## src/rtl/ifu_fetch.sv

```systemverilog
// Instruction fetch unit: owns the PC and issues one outstanding fetch at a time.
// It presents each fetched instruction to the decoder through a valid/ready output register.
module ifu_fetch #(
  parameter logic [31:0] RESET_PC = 32'h8000_0000,
  parameter int unsigned XLEN     = 32,
  parameter int unsigned INST_W   = 32,
  parameter logic [31:0] NOP_INST = 32'h0000_0013
) (
  input  logic              clk,
  input  logic              rst_n,
  output logic              imem_req_valid,
  input  logic              imem_req_ready,
  output logic [XLEN-1:0]   imem_req_addr,
  input  logic              imem_rsp_valid,
  input  logic [INST_W-1:0] imem_rsp_data,
  input  logic              imem_rsp_err,
  output logic              inst_valid,
  input  logic              inst_ready,
  output logic [INST_W-1:0] inst,
  output logic [XLEN-1:0]   inst_pc,
  output logic              inst_fault,
  input  logic              redirect_valid,
  input  logic [XLEN-1:0]   redirect_pc,
  input  logic              halt
);

  typedef enum logic [1:0] {S_REQ, S_WAIT, S_OUT, S_HALT} state_t;

  state_t              state_q, state_d;
  logic [XLEN-1:0]     pc_q, pc_d;
  logic                drop_q, drop_d;
  logic                halted_q, halted_d;
  logic                inst_valid_q, inst_valid_d;
  logic [INST_W-1:0]   inst_q, inst_d;
  logic [XLEN-1:0]     inst_pc_q, inst_pc_d;
  logic                inst_fault_q, inst_fault_d;
  logic                aligned;
  logic                kill;

  assign aligned        = (pc_q[1:0] == 2'b00);
  // Gated by rst_n so no request is presented while reset is held.
  assign imem_req_valid = rst_n && (state_q == S_REQ) && aligned;
  assign imem_req_addr  = pc_q;
  assign inst_valid     = inst_valid_q;
  assign inst           = inst_q;
  assign inst_pc        = inst_pc_q;
  assign inst_fault     = inst_fault_q;

  always_comb begin
    state_d      = state_q;
    pc_d         = pc_q;
    drop_d       = drop_q;
    halted_d     = halted_q;
    inst_valid_d = inst_valid_q;
    inst_d       = inst_q;
    inst_pc_d    = inst_pc_q;
    inst_fault_d = inst_fault_q;
    kill         = 1'b0;

    case (state_q)
      S_REQ: begin
        if (halt) halted_d = 1'b1;
        if (redirect_valid) pc_d = redirect_pc;
        if (halt || redirect_valid) begin
          // A request accepted this cycle is stale; its response must be absorbed.
          if (aligned && imem_req_ready) begin
            state_d = S_WAIT;
            drop_d  = 1'b1;
          end else begin
            state_d = halt ? S_HALT : S_REQ;
          end
        end else if (!aligned) begin
          inst_d       = NOP_INST[INST_W-1:0];
          inst_pc_d    = pc_q;
          inst_fault_d = 1'b1;
          inst_valid_d = 1'b1;
          state_d      = S_OUT;
        end else if (imem_req_ready) begin
          state_d = S_WAIT;
        end
      end

      S_WAIT: begin
        if (halt) halted_d = 1'b1;
        if (redirect_valid) pc_d = redirect_pc;
        kill = halt || redirect_valid || drop_q;
        if (imem_rsp_valid) begin
          drop_d = 1'b0;
          if (kill) begin
            state_d = halted_d ? S_HALT : S_REQ;
          end else begin
            inst_d       = imem_rsp_err ? NOP_INST[INST_W-1:0] : imem_rsp_data;
            inst_pc_d    = pc_q;
            inst_fault_d = imem_rsp_err;
            inst_valid_d = 1'b1;
            pc_d         = pc_q + XLEN'(4);
            state_d      = S_OUT;
          end
        end else if (halt || redirect_valid) begin
          drop_d = 1'b1;
        end
      end

      S_OUT: begin
        if (redirect_valid) pc_d = redirect_pc;
        if (halt) begin
          halted_d     = 1'b1;
          inst_valid_d = 1'b0;
          state_d      = S_HALT;
        end else if (redirect_valid || inst_ready) begin
          inst_valid_d = 1'b0;
          state_d      = S_REQ;
        end
      end

      default: begin
        inst_valid_d = 1'b0;
        state_d      = S_HALT;
      end
    endcase
  end

  always_ff @(posedge clk or negedge rst_n) begin
    if (!rst_n) begin
      state_q      <= S_REQ;
      pc_q         <= RESET_PC[XLEN-1:0];
      drop_q       <= 1'b0;
      halted_q     <= 1'b0;
      inst_valid_q <= 1'b0;
      inst_q       <= '0;
      inst_pc_q    <= '0;
      inst_fault_q <= 1'b0;
    end else begin
      state_q      <= state_d;
      pc_q         <= pc_d;
      drop_q       <= drop_d;
      halted_q     <= halted_d;
      inst_valid_q <= inst_valid_d;
      inst_q       <= inst_d;
      inst_pc_q    <= inst_pc_d;
      inst_fault_q <= inst_fault_d;
    end
  end

endmodule

```

## config.mk

```make
export PLATFORM = sky130hd
export DESIGN_NAME = ifu_fetch
export DESIGN_NICKNAME = d
export VERILOG_FILES = /design/src/rtl/ifu_fetch.sv
export SDC_FILE = /design/constraint.sdc
export NUM_CORES = 1
export LEC_CHECK = 0
export ABC_AREA = 1
export BUFFER_PORTS_ARGS = -buffer_cell sky130_fd_sc_hd__buf_2
export CAP_MARGIN = 30
export CORE_ASPECT_RATIO = 1.75
export CORE_MARGIN = 10
export CORE_UTILIZATION = 46
export CTS_BUF_LIST = sky130_fd_sc_hd__clkbuf_8 sky130_fd_sc_hd__clkbuf_16
export CTS_CLUSTER_SIZE = 10
export DETAILED_ROUTE_END_ITERATION = 6
export HOLD_SLACK_MARGIN = 0.03
export PLACE_DENSITY = 0.76
export SKIP_CTS_REPAIR_TIMING = 1
export SYNTH_ARGS = -nofsm -noshare
export SYNTH_HDL_FRONTEND = slang
export SYNTH_SLANG_ARGS = --single-unit
```

## constraint.sdc

```tcl
create_clock -name clk -period 1.6 [get_ports clk]
set_clock_uncertainty 0.15 [all_clocks]
set_input_delay 0.08 -clock clk [delete_from_list [all_inputs] [get_ports clk]]
set_output_delay 0.08 -clock clk [all_outputs]
set_load 0.02 [all_outputs]
```

==> summary.txt <==
Yosys
  • Synth Instances: 751
  • Post-synth net total: 824
  • Syn_area_per_cell: 7.16 sq um
  • Synth cell types: 33
  • Register bit total from synthesis: 102
  • Synth Cell Area: 5380 sq um
  • Register area share after synthesis: 0.475
  • Largest cells by area after synthesis: dfrtp_1, nand2_1, nor2_1, nand3_1, o21ai_0
  • Post-synth top area share: 0.470
  • Synth warnings: 0
  • Synth area leader: dfrtp_1

Placed design
  • Dpl hpwl: 14600 um
  • DP Area: 6890 sq um
  • PortBufs: 170
  • Routability cong.: 0.970
  • Pre-CTS WS: -97.1 ps

Power
  • Overall power: 16.2 mW
  • Pleak: 4.34 nW
  • Max VDD drop: 1.15 mV
  • Pwr Density: 1900 nW/um^2

Setup path
  • Worst path cell trace: inv_2 > nand2_4 > o21ai_2 > inv_2 > nor2_8 > clkinv_8 > buf_4 > nand2_1 > nand2_1
  • Critical path type: register to register
  • CP max-delay cell: dfrtp_1
  • Worst R2R Setup Slack: -120 ps
  • Worst path arrival time: 1800 ps
  • Worst setup SP type: register
  • Max incr delay on CP: 440 ps
  • CP Max Fanout: 9
  • CP bufs+invs: 4
  • CP endpoint kind: register
  • Top Family by Delay on Critical Path: buffers and inverters
  • Worst endpoint required time: 1680 ps

Cells and area
  • # nets final: 1130
  • Area growth from synthesis to layout: 59.4%
  • Multi-input gate area: 2880 sq um
  • Sequential standard cell area: 2560 sq um
  • Fraction of layout cells with a size suffix above 1: 0.392
  • Fin area: 8570 sq um
  • Fillers: 802

Global route
  • GR Overflow Total: 0
  • Global-route wire length before repair: 28900 um
  • Pin count of the biggest net entering global routing: 88
  • Vias in the first global route: 5886
  • GR Util All Layers: 0.223
  • Initial antenna violation count: 2

Clock network
  • CTS tree: built
  • Skew-Pair Late Insertion Delay: 350 ps
  • Clk pin slew, worst setup/hold paths: 70 ps
  • CTS root buf: clkbuf_16
  • CTS max path bufs: 2
  • Clock Sinks: 102
  • Total CTS buffers: 9
  • H-tree depth: 3

Detailed routing
  • Vias/cell: 5.54
  • DRC violations left: 0
  • TritonRoute pass-1 iters: 6
  • Wire per inst: 19.3 um
  • Via count: 6640
  • DRT iter0 DRCs: 627
  • Routed wire length: 23100 um
  • Post-route antenna net violation count: 0

Floorplan
  • Die area: 16600 sq um
  • Initial Util: 0.467
  • Row count: 52
  • Core area: 11500 sq um
  • Width of the chip: 102 um
  • IO Count: 171
  • Die Height: 163 um

Timing
  • Slew Limit Headroom: 0.526
  • Worst Tran Pin Value: 709 ps
  • Hold_ws: -30.5 ps
  • Endpoints failing hold: 5
  • Highest Clock Rate: 582 MHz
  • Ratio of final minimum period to clock period: 1.07
  • RSZ-0062 raised after global routing: yes
  • Slack of the critical path: -118 ps
  • Final setup violation count: 74
  • Crit path time final: 1720 ps
  • Max Slew Vio Count: 0

Hold path
  • Min-Delay Path Class: primary input to register

Outcome
  • Failing checks: hold timing, setup timing
  • Status: finished, violations left

Flow run
  • Max-Cap Viols: 0
## registers in the layout (all words and copies together) (netlist names)
name,cells
state_q,2
inst_pc,32
inst_valid,1
inst_fault,1
drop_q,1
imem_req_addr,32
inst,32
halted_q,1
## layer usage
metal	GRT usage	vias up	routed length (um)
li1	-	3021	-
met1	0.231	3093	7690
met2	0.392	397	11900
met3	0.0385	129	1760
met4	0.159	0	1810
met5	0	-	0
## path summary, 6_finish.rpt
check                           cells after the start           start                to
worst max-delay path                                9      state_q[1]          inst[24]
worst min-delay path                                3  redirect_pc[5]  imem_req_addr[5]
worst max register to register                      9      state_q[1]          inst[24]
worst min register to register                      2        inst[17]          inst[17]
max in group asynchronous                           3           rst_n       inst_pc[13]
min in group asynchronous                           3           rst_n  imem_req_addr[5]
## tightest hold or removal path: cells and delay by family
family	cells	cell delay, ps
buffers and inverters	1	80
AO/OA/AOI/OAI	2	270
## layout make-up
type / instances / share of cell area
Clock buffer: 9 / 0.0263
Timing Repair Buffer: 325 / 0.278
Sequential cell: 102 / 0.299
Inverter: 50 / 0.0251
Tap cell: 135 / 0.0197
Clock inverter: 7 / 0.0147
Multi-Input combinational cell: 569 / 0.336
Antenna cell: 2 / 0.000584
## cell usage after synthesis (all sizes together)
cell     count
a21oi       39
o211ai       7
a21o         2
nor3         7
dfrtp      101
mux2i        1
nor2        77
nor3b        1
or2          6
ha           1
dfstp        1
and2         1
xor2         3
o22ai        3
clkinv       1
nand2      304
buf         20
nand3       42
o21ai       69
nand4        4
a2bb2oi      1
clkbuf      10
inv         49
o21a         1
## cells in the final DEF (no fill, tap or decap), drive strengths merged, types with 2 or more instances in the layout
cell           n
nand3         42
clkbuf        15
diode          2
o211ai         7
nor2          77
inv           52
nor3           7
xor2           3
buf          268
bufinv         3
nand2        304
a21o           2
dfrtp        101
o22ai          3
a21oi         39
nand4          4
or2            6
dlygate4sd3   51
o21ai         69
## logic make-up (layout without fill, tap and decap cells)
kind of cell    Yosys count  count (layout)  share of synthesized area
flops                   102             102                      0.475
simple gates            442             442                      0.331
mux                       1               1                    0.00186
xor+xnor                  3               3                    0.00489
compound gates          122             122                      0.123
fa+ha+maj                 1               1                    0.00233
buf+inv                  80             391                     0.0619
other cells               0               2                          0
## stage by stage
stage	utilization	hold slack, ps	setup TNS, ps	std cells
after floorplan	-	-366	0	751
after global placement	0.598	-185	-197	1098
after CTS	0.628	-563	-4510	1114
after global routing	0.744	34.0	-11940	1199
after detailed placement	0.598	-185	-2710	1098
final	0.744	-30.5	-5290	1199
## where the power goes
part | leakage [nW] | switching [mW] | internal (mW)
sequential | 1.27 | 0.998 | 3.68
combinational | 2.90 | 5.51 | 3.45
clock | 0.169 | 1.05 | 1.55
total | 4.34 | 7.56 | 8.68
No activity file was read; power rests on OpenSTA's default activity.
